==> src/rtl/controle_operandos_ula_if.sv <==
// Bundles the pushbutton/switch inputs, the adder connection and the
// result/flag outputs of the operand controller.
interface controle_operandos_ula_if #(
    parameter int WIDTH = 4
);
    // Board side and adder-result side (inputs to the controller)
    logic             botao;
    logic             limpar;
    logic [WIDTH-1:0] dado;
    logic             cin_in;
    logic [WIDTH-1:0] soma_in;
    logic             cout_in;

    // Adder operands and display side (outputs of the controller)
    logic [WIDTH-1:0] op_a;
    logic [WIDTH-1:0] op_b;
    logic             cin_out;
    logic [WIDTH-1:0] resultado;
    logic             carry;
    logic             zero;
    logic             overflow;
    logic             valido;
    logic [1:0]       estado;

    // Controller view
    modport slave (
        input  botao, limpar, dado, cin_in, soma_in, cout_in,
        output op_a, op_b, cin_out, resultado, carry, zero, overflow,
               valido, estado
    );

    // Environment view: board I/O, adder and display
    modport master (
        output botao, limpar, dado, cin_in, soma_in, cout_in,
        input  op_a, op_b, cin_out, resultado, carry, zero, overflow,
               valido, estado
    );
endinterface

==> src/rtl/controle_operandos_ula.sv <==
// Operand capture and result registration around an external ripple adder.
// A synchronized button press loads operand A, then operand B with carry-in;
// one cycle later the adder result and its status flags are captured.
module controle_operandos_ula #(
    parameter int WIDTH       = 4,
    parameter int SYNC_STAGES = 2
) (
    input  logic                    clk,
    input  logic                    rst_n,
    controle_operandos_ula_if.slave bus
);
    localparam int MSB = WIDTH - 1;

    typedef enum logic [1:0] {
        ESPERA_A  = 2'b00,
        ESPERA_B  = 2'b01,
        CALCULA   = 2'b10,
        RESULTADO = 2'b11
    } estado_t;

    // Button synchronizer chain plus the previous-value flop for edge detect
    logic [SYNC_STAGES-1:0] sync_q, sync_d;
    logic                   prev_q, prev_d;
    logic                   ev;

    estado_t          state_q, state_d;
    logic [WIDTH-1:0] op_a_q, op_a_d;
    logic [WIDTH-1:0] op_b_q, op_b_d;
    logic             cin_q, cin_d;
    logic [WIDTH-1:0] res_q, res_d;
    logic             carry_q, carry_d;
    logic             zero_q, zero_d;
    logic             ovf_q, ovf_d;
    logic             valido_q, valido_d;

    // Shift the raw button into the synchronizer; remember last synced value
    always_comb begin
        sync_d = {sync_q[SYNC_STAGES-2:0], bus.botao};
        prev_d = sync_q[SYNC_STAGES-1];
    end

    // One pulse per rising edge of the synchronized button
    assign ev = sync_q[SYNC_STAGES-1] & ~prev_q;

    // Synchronizer registers; limpar deliberately does not touch these so a
    // held button cannot produce a second event after a clear
    always_ff @(posedge clk or negedge rst_n) begin
        if (!rst_n) begin
            sync_q <= '0;
            prev_q <= 1'b0;
        end else begin
            sync_q <= sync_d;
            prev_q <= prev_d;
        end
    end

    // Next-state and datapath load decisions; limpar outranks a button event
    always_comb begin
        state_d  = state_q;
        op_a_d   = op_a_q;
        op_b_d   = op_b_q;
        cin_d    = cin_q;
        res_d    = res_q;
        carry_d  = carry_q;
        zero_d   = zero_q;
        ovf_d    = ovf_q;
        valido_d = valido_q;

        if (bus.limpar) begin
            state_d  = ESPERA_A;
            op_a_d   = '0;
            op_b_d   = '0;
            cin_d    = 1'b0;
            res_d    = '0;
            carry_d  = 1'b0;
            zero_d   = 1'b0;
            ovf_d    = 1'b0;
            valido_d = 1'b0;
        end else begin
            case (state_q)
                ESPERA_A: begin
                    if (ev) begin
                        op_a_d  = bus.dado;
                        state_d = ESPERA_B;
                    end
                end
                ESPERA_B: begin
                    if (ev) begin
                        op_b_d  = bus.dado;
                        cin_d   = bus.cin_in;
                        state_d = CALCULA;
                    end
                end
                CALCULA: begin
                    // Operands have been stable for a full cycle; the adder
                    // output is settled and can be captured. Events here are
                    // dropped.
                    res_d    = bus.soma_in;
                    carry_d  = bus.cout_in;
                    zero_d   = (bus.soma_in == '0);
                    ovf_d    = (op_a_q[MSB] == op_b_q[MSB]) &&
                               (bus.soma_in[MSB] != op_a_q[MSB]);
                    valido_d = 1'b1;
                    state_d  = RESULTADO;
                end
                RESULTADO: begin
                    if (ev) begin
                        valido_d = 1'b0;
                        state_d  = ESPERA_A;
                    end
                end
                default: state_d = ESPERA_A;
            endcase
        end
    end

    // State and datapath registers
    always_ff @(posedge clk or negedge rst_n) begin
        if (!rst_n) begin
            state_q  <= ESPERA_A;
            op_a_q   <= '0;
            op_b_q   <= '0;
            cin_q    <= 1'b0;
            res_q    <= '0;
            carry_q  <= 1'b0;
            zero_q   <= 1'b0;
            ovf_q    <= 1'b0;
            valido_q <= 1'b0;
        end else begin
            state_q  <= state_d;
            op_a_q   <= op_a_d;
            op_b_q   <= op_b_d;
            cin_q    <= cin_d;
            res_q    <= res_d;
            carry_q  <= carry_d;
            zero_q   <= zero_d;
            ovf_q    <= ovf_d;
            valido_q <= valido_d;
        end
    end

    assign bus.op_a      = op_a_q;
    assign bus.op_b      = op_b_q;
    assign bus.cin_out   = cin_q;
    assign bus.resultado = res_q;
    assign bus.carry     = carry_q;
    assign bus.zero      = zero_q;
    assign bus.overflow  = ovf_q;
    assign bus.valido    = valido_q;
    assign bus.estado    = state_q;
endmodule

==> src/flat_wrapper.sv <==
// flat-port wrapper written by rule: the top's interface ports become plain ports
module controle_operandos_ula_flat 
#(
    parameter int WIDTH       = 4,
    parameter int SYNC_STAGES = 2
)
  (clk, rst_n, bus_botao, bus_limpar, bus_dado, bus_cin_in, bus_soma_in, bus_cout_in, bus_op_a, bus_op_b, bus_cin_out, bus_resultado, bus_carry, bus_zero, bus_overflow, bus_valido, bus_estado);
  controle_operandos_ula_if #(.WIDTH(WIDTH)) bus_i ();
  input  logic clk;
  input  logic rst_n;
  input wire logic [$bits(bus_i.botao)-1:0] bus_botao;
  input wire logic [$bits(bus_i.limpar)-1:0] bus_limpar;
  input wire logic [$bits(bus_i.dado)-1:0] bus_dado;
  input wire logic [$bits(bus_i.cin_in)-1:0] bus_cin_in;
  input wire logic [$bits(bus_i.soma_in)-1:0] bus_soma_in;
  input wire logic [$bits(bus_i.cout_in)-1:0] bus_cout_in;
  output wire logic [$bits(bus_i.op_a)-1:0] bus_op_a;
  output wire logic [$bits(bus_i.op_b)-1:0] bus_op_b;
  output wire logic [$bits(bus_i.cin_out)-1:0] bus_cin_out;
  output wire logic [$bits(bus_i.resultado)-1:0] bus_resultado;
  output wire logic [$bits(bus_i.carry)-1:0] bus_carry;
  output wire logic [$bits(bus_i.zero)-1:0] bus_zero;
  output wire logic [$bits(bus_i.overflow)-1:0] bus_overflow;
  output wire logic [$bits(bus_i.valido)-1:0] bus_valido;
  output wire logic [$bits(bus_i.estado)-1:0] bus_estado;
  assign bus_i.botao = bus_botao;
  assign bus_i.limpar = bus_limpar;
  assign bus_i.dado = bus_dado;
  assign bus_i.cin_in = bus_cin_in;
  assign bus_i.soma_in = bus_soma_in;
  assign bus_i.cout_in = bus_cout_in;
  assign bus_op_a = bus_i.op_a;
  assign bus_op_b = bus_i.op_b;
  assign bus_cin_out = bus_i.cin_out;
  assign bus_resultado = bus_i.resultado;
  assign bus_carry = bus_i.carry;
  assign bus_zero = bus_i.zero;
  assign bus_overflow = bus_i.overflow;
  assign bus_valido = bus_i.valido;
  assign bus_estado = bus_i.estado;
  controle_operandos_ula #(.WIDTH(WIDTH), .SYNC_STAGES(SYNC_STAGES)) u_core (.clk(clk), .rst_n(rst_n), .bus(bus_i));
endmodule
==> config.mk <==
export PLATFORM = sky130hd
export DESIGN_NAME = controle_operandos_ula_flat
export DESIGN_NICKNAME = d
export VERILOG_FILES = /design/src/rtl/controle_operandos_ula_if.sv /design/src/rtl/controle_operandos_ula.sv /design/src/flat_wrapper.sv
export SDC_FILE = /design/constraint.sdc
export NUM_CORES = 1
export LEC_CHECK = 0
export CORE_ASPECT_RATIO = 1.1
export CORE_UTILIZATION = 47
export CTS_CLUSTER_DIAMETER = 40
export DETAILED_ROUTE_END_ITERATION = 7
export MAX_ROUTING_LAYER = met4
export PLACE_DENSITY = 0.84
export SETUP_SLACK_MARGIN = 0.3
export SLEW_MARGIN = 20
export SYNTH_ARGS = -nofsm -noshare
export SYNTH_HDL_FRONTEND = slang
export SYNTH_SLANG_ARGS = --single-unit
==> constraint.sdc <==
create_clock -name clk -period 2.65 [get_ports clk]
set_clock_uncertainty 0.2 [all_clocks]
set_input_delay 0.265 -clock clk [delete_from_list [all_inputs] [get_ports clk]]
set_output_delay 0.265 -clock clk [all_outputs]
set_load 0.02 [all_outputs]
==> impl_metrics.tcl, run 1 <==
set metrics [dict create \
    area_growth_syn_to_layout_pct 39.24 \
    hp-class "in -> async" \
    p_per_cell_area_mw_per_mm2 721.2 \
    critical_path_depth 1 \
    core.rowCount 16 \
    place.gp.congestion 0.6985 \
    dp_hpwl_microns 1336 \
    slew_at_the_pin_closest_to_its_max_slew_limit_ns 0.4566 \
    max_stage_delay_ns 0.64 \
    holdBufCountCts 0 \
    timing.slew.headroom_pct 69.46 \
    worst-r2r-cell-count 4 \
    number_of_antenna_violations_at_the_first_check_in_global_routing 0 \
    htreeDepth 1 \
    reg2reg_launch_point "u_core.bus.estado[0]$_DFFE_PN0P_" \
    rsz0062_at_grt "no" \
    power.ir.vdd_worst_uv 431.8 \
    clock_tree.root_cell "clkbuf_4" \
    critical-path-slowest-cell "clkdlybuf4s50_1" \
    placed_area_sq_mm 0.001314 \
    cp_top_family "buffers and inverters" \
    postRouteWirelength_microns 1762 \
    rrSetupSlack_ns 0.90 \
    route.vias.total 701 \
    postCtsSetupRepairBufs 0 \
    fp.dieW_microns 45.09 \
    filler_cell_count 143 \
    cap_violations 0 \
    drtIter0Drc 9 \
    worst-path-max-fanout 5 \
    fin_ws_ns 0.8152 \
    total_area_of_multi_input_combinational_cells_sq_um 382.9 \
    p_leak_uw 0.0006411 \
    final_hold_viol_count 0 \
    chipHeight_microns 49.39 \
    cts.clk_slew.worst_paths_ns 0.11 \
    crit_start "u_core.bus.estado[1]$_DFFE_PN0P_" \
    dp_worst_setup_slack_ns 0.9010 \
    grt_start_max_net_pins 23 \
    clock_insertion_delay_worst_skew_ns 0.29 \
    layout-drive-gt1-share_pct 6.140 \
    postSynthAreaPerCell_sq_um 12.00 \
    initial_core_util_pct 52.11 \
    status "finished clean" \
    wire_length_of_the_first_global_routing_pass_microns 3056 \
    synth-seq-cells 22 \
    synth-warning-count 0 \
    setup.worst_path.start_class "flop" \
    syn-instance-count 80 \
    endpoint_kind "output pin" \
    arrival_ns 1.37 \
    cts_inserted_buffers 3 \
    globalRouteTotalUtil_pct 19.11 \
    end_point_of_the_critical_path "bus_estado[1]" \
    setup_violations 0 \
    buf_inv_on_cp 1 \
    max_clk_rate_mhz 545.0 \
    route.antenna.remaining_nets 0 \
    setup_tns_ns 0 \
    first_global_vias 690 \
    syn-num-nets 98 \
    input_output_buffers 32 \
    placed_cells 138 \
    path_class "reg -> out" \
    clock-sinks 22 \
    worstPathCellList "clkdlybuf4s50_1" \
    tritoncts "done" \
    sequential_share_of_the_synthesized_area_pct 57.37 \
    postCtsResizedCells 0 \
    final-max-slew-violation-count 0 \
    post_layout_nonfiller_instances 141 \
    fp.dieArea_sq_mm 0.002227 \
    period_share_pct 69.24 \
    coreArea_sq_mm 0.001842 \
    vias_per_cell 4.972 \
    regToRegEndpoint "u_core.bus.estado[0]$_DFFE_PN0P_" \
    synth.lib_cells_used.distinct 17 \
    detail_route.wl_per_cell_microns 12.50 \
    post_synth_instance_area_sq_um 959.7 \
    design.final.nets 134 \
    num_antenna_cells 0 \
    fin_crit_ns 1.835 \
    post-layout-total-power_uw 963.7 \
    detail_route.drc_violations 0 \
    grt_overflow 0 \
    fin_area_sq_mm 0.001336 \
    ios 33 \
    final-seq-area_sq_um 550.5 \
    first_pass_iters 4 \
    clk_path_buf_depth 2 \
    cp_data_required_time_ns 2.18 \
]
==> cells in the mapped netlist <==
cell | count | area [sq um]
mux2_4 | 1 | 15.01
nand3b_2 | 1 | 11.26
and3b_1 | 1 | 8.760
nand3b_1 | 1 | 7.510
o21ai_0 | 1 | 5.000
a211oi_1 | 1 | 7.510
ha_1 | 4 | 50.05
o32a_1 | 1 | 10.01
nand2b_1 | 2 | 12.51
a21oi_1 | 2 | 10.01
inv_1 | 3 | 11.26
o21bai_1 | 1 | 7.510
nor2_1 | 19 | 71.32
dfrtp_1 | 22 | 550.5
nor4_1 | 1 | 6.260
buf_2 | 3 | 15.01
mux2i_1 | 16 | 160.2
==> how the worst min path moves through the flow <==
stage / from / end
CTS: rst_n / u_core.bus.op_b[1]$_DFFE_PN0P_
floorplan: rst_n / u_core.bus.carry$_DFFE_PN0P_
global placement: u_core.sync_q[0]$_DFF_PN0_ / u_core.sync_q[1]$_DFF_PN0_
global route: rst_n / u_core.bus.cin_out$_DFFE_PN0P_
detailed placement: u_core.sync_q[0]$_DFF_PN0_ / u_core.sync_q[1]$_DFF_PN0_
finish: rst_n / u_core.bus.op_b[0]$_DFFE_PN0P_
==> state kept, by name (all words and copies together), names as in the netlist <==
signal,cells
u_core.bus.overflow,1
u_core.bus.cin_out,1
u_core.bus.valido,1
u_core.bus.op_a,4
u_core.bus.resultado,4
u_core.sync_q,2
u_core.bus.carry,1
u_core.bus.op_b,4
u_core.bus.zero,1
u_core.bus.estado,2
u_core.prev_q,1
==> routing by layer <==
metal	up-vias	wire [microns]	track usage, %
li1	338	-	-
met4	0	8	6.061
met5	-	0	-
met3	2	66	3.704
met1	341	765	24.44
met2	20	921	30.19
==> logic make-up (layout without fill, tap and decap cells) <==
| family | Yosys count | after routing | share of synthesized area [%] |
|---|---|---|---|
| multiplexers | 17 | 17 | 18.25 |
| AO/OA/AOI/OAI | 6 | 6 | 4.172 |
| flip-flops | 22 | 22 | 57.37 |
| AND/OR/NAND/NOR | 25 | 25 | 12.26 |
| adder cells (fa/ha/maj) | 4 | 4 | 5.215 |
| buffers and inverters | 6 | 40 | 2.737 |
==> per-stage QoR <==
stage,hold slack (ns),utilization (%)
after detailed placement,0.1504,71.33
final,0.09832,72.55
after global placement,0.1350,71.33
after floorplan,-0.2306,-
after global routing,0.1108,72.55
after CTS,0.09478,72.55
==> power by group <==
part	total, uW	switching [uW]	internal [uW]
clock	141	87.7	52.8
combinational	398	195	202
sequential	426	38.9	387
==> cell type report <==
class,count,share of cell area [%]
clock buffer,3,1.685
timing repair buffer,34,25.09
multi-input combinational,52,28.65
inverter,3,0.8427
sequential,22,41.20
tap,27,2.528
==> cell usage in the layout (no fill, tap or decap), drive strengths merged <==
cell           count
a211oi             1
a21oi              2
and3b              1
buf                2
clkbuf             3
clkdlybuf4s50     32
dfrtp             22
ha                 4
inv                3
mux2               1
mux2i             16
nand2b             2
nand3b             2
nor2              19
nor4               1
o21ai              1
o21bai             1
o32a               1
Power figures use the tool's default switching activity.
==> run 2, diff against run 1 <==
- CORE_UTILIZATION: 47 -> 43
- PLACE_DENSITY: 0.84 -> 0.77
- clock period: 2.65 -> 1.7 ns (I/O delays scaled with it)
==> run 2 against run 1 <==
  * Sequential power grew 59%
  * Largest power group is now combinational cells
  * Sequential share of layout area decreased by 2.6 points
  * The run now ends with hold timing left
  * Critical path depth grew 3
  * Register-to-register slack got worse by 0.84 ns
  * Routed wire length up 18%
  * Global-route usage rose by 1.2 points
  * Non-clock buffer count rose by 9
  * Utilization fell by 3.2 points
  * Total power grew 91%
  * Critical endpoint is now u_core.bus.estado[0]$_DFFE_PN0P_
  * Design area grew 7.1%
  * Final cell count grew 7.8%
  * First-iteration DRC count down 11%
==> impl_metrics.tcl, run 2 (synthesis gave the netlist of run 1 again) <==
set metrics [dict create \
    status "finished with violations" \
    violations_in_the_final_reports "hold timing" \
    setup_tns_ns 0 \
    core.rowCount 17 \
    input_output_buffers 32 \
    p_per_cell_area_mw_per_mm2 1287 \
    final-max-slew-violation-count 0 \
    design.final.nets 143 \
    clock_insertion_delay_worst_skew_ns 0.30 \
    number_of_antenna_violations_at_the_first_check_in_global_routing 0 \
    cp_top_family "flip-flops" \
    max_clk_rate_mhz 611.4 \
    path_class "reg -> reg" \
    hp-class "in -> async" \
    timing.slew.headroom_pct 80.21 \
    p_leak_uw 0.0007400 \
    holdBufCountCts 0 \
    tritoncts "done" \
    commonest_non_fill_non_tap_cell_in_the_layout "dfrtp_1" \
    route.vias.total 746 \
    rsz0062_at_grt "yes" \
    clock-sinks 22 \
    chipHeight_microns 51.55 \
    slew_at_the_pin_closest_to_its_max_slew_limit_ns 0.2959 \
    num_antenna_cells 0 \
    detail_route.wl_per_cell_microns 13.68 \
    arrival_ns 1.64 \
    final_hold_viol_count 13 \
    max_stage_delay_ns 0.43 \
    worstPathCellList "inv_2 -> ha_4 -> o32a_1 -> mux2_4" \
    layout-drive-gt1-share_pct 34.68 \
    placed_cells 142 \
    dp_hpwl_microns 1355 \
    commonest_cells_after_routing_fill_and_taps_aside "20 x dfrtp_1, 18 x nor2_1, 16 x mux2i_1" \
    wire_length_of_the_first_global_routing_pass_microns 3332 \
    drtIter0Drc 8 \
    htreeDepth 1 \
    fp.dieW_microns 47.05 \
    detail_route.drc_violations 0 \
    clk_path_buf_depth 2 \
    fp.dieArea_sq_mm 0.002425 \
    grt_start_max_net_pins 23 \
    period_share_pct 96.21 \
    coreArea_sq_mm 0.002063 \
    post-layout-total-power_uw 1842 \
    clock_tree.root_cell "clkbuf_4" \
    top_usage_layer "met2" \
    cts.clk_slew.worst_paths_ns 0.13 \
    grt_overflow 0 \
    globalRouteTotalUtil_pct 20.28 \
    power.ir.vdd_worst_uv 961.8 \
    worst-path-max-fanout 5 \
    vias_per_cell 4.908 \
    fin_area_sq_mm 0.001431 \
    cts_inserted_buffers 3 \
    endpoint_kind "flop" \
    cp_data_required_time_ns 1.70 \
    setup_violations 0 \
    ios 33 \
    setup.worst_path.start_class "flop" \
    postRouteWirelength_microns 2079 \
    fin_crit_ns 1.636 \
    route.antenna.remaining_nets 0 \
    first_global_vias 749 \
    buf_inv_on_cp 1 \
    hold_ws_ns -0.01019 \
    first_pass_iters 4 \
    post_layout_nonfiller_instances 152 \
    area_growth_syn_to_layout_pct 49.15 \
    gr-usage-met2_pct 32.64 \
    critical-path-slowest-cell "dfrtp_2" \
    grt.met3_usage_pct 4.167 \
    grt_util_met1_pct 25.00 \
    place.gp.congestion 0.6594 \
    placed_area_sq_mm 0.001348 \
    cap_violations 0 \
    initial_core_util_pct 46.51 \
]
run 2: area by class of cell:
type | count | area, sq um
fillers | 158 | 631.9
flip-flops and latches | 22 | 553.0
multi-input cells | 52 | 434.2
repair buffers | 43 | 345.3
well taps | 28 | 35.03
clock inverters | 1 | 30.03
clock buffers | 3 | 22.52
inverters | 3 | 11.26
run 2: worst paths after layout:
kind	start	endpoint	slack, ns	cells after the start
max	u_core.bus.estado[0]$_DFFE_PN0P_	u_core.bus.estado[0]$_DFFE_PN0P_	0.06	4
min	rst_n	u_core.bus.op_b[1]$_DFFE_PN0P_	-0.01	2
max reg2reg	u_core.bus.estado[0]$_DFFE_PN0P_	u_core.bus.estado[0]$_DFFE_PN0P_	0.06	4
min reg2reg	u_core.sync_q[0]$_DFF_PN0_	u_core.sync_q[1]$_DFF_PN0_	0.17	0
max in group asynchronous	rst_n	u_core.bus.estado[0]$_DFFE_PN0P_	1.06	2
min in group clk	bus_botao	u_core.sync_q[0]$_DFF_PN0_	0.09	1
run 2: worst register-to-register path: stages (launching register included):
cell and delay (ns):
dfrtp_2 0.43, inv_2 0.07, ha_4 0.16, o32a_1 0.37
mux2_4 0.30
run 2: timing repair:
| action | in CTS | in global routing |
|---|---|---|
| pin swaps | 5 | 4 |
| setup buffers | 3 | 2 |
| endpoints found under the setup margin | 38 | 36 |
| resized for setup | 47 | 19 |
| gates cloned | 1 | 0 |
run 2: layer usage:
layer | wire length (microns) | vias to the layer above
li1 | - | 358
met1 | 900 | 366
met2 | 1096 | 20
met3 | 65 | 2
met4 | 16 | 0
met5 | 0 | -
run 2: metrics by stage:
stage	util (%)	worst slack [ns]
6_report	69.38	0.06444
3_3_place_gp	65.31	0.08739
3_5_place_dp	65.31	0.06736
5_1_grt	69.38	0.02630
2_1_floorplan	-	0.04541
4_1_cts	70.71	0.07428
run 2: report_power, final:
part,total [uW],internal (uW),switching [uW]
clock network,401,238,163
registers,676,606,69.0
logic,766,386,380
total,1840,1230,611
==> run 3, diff against run 2 <==
- CAP_MARGIN: not set -> 5
==> results of run 3 <==
No change in the layout: final DEF, timing and power equal those of run 2.
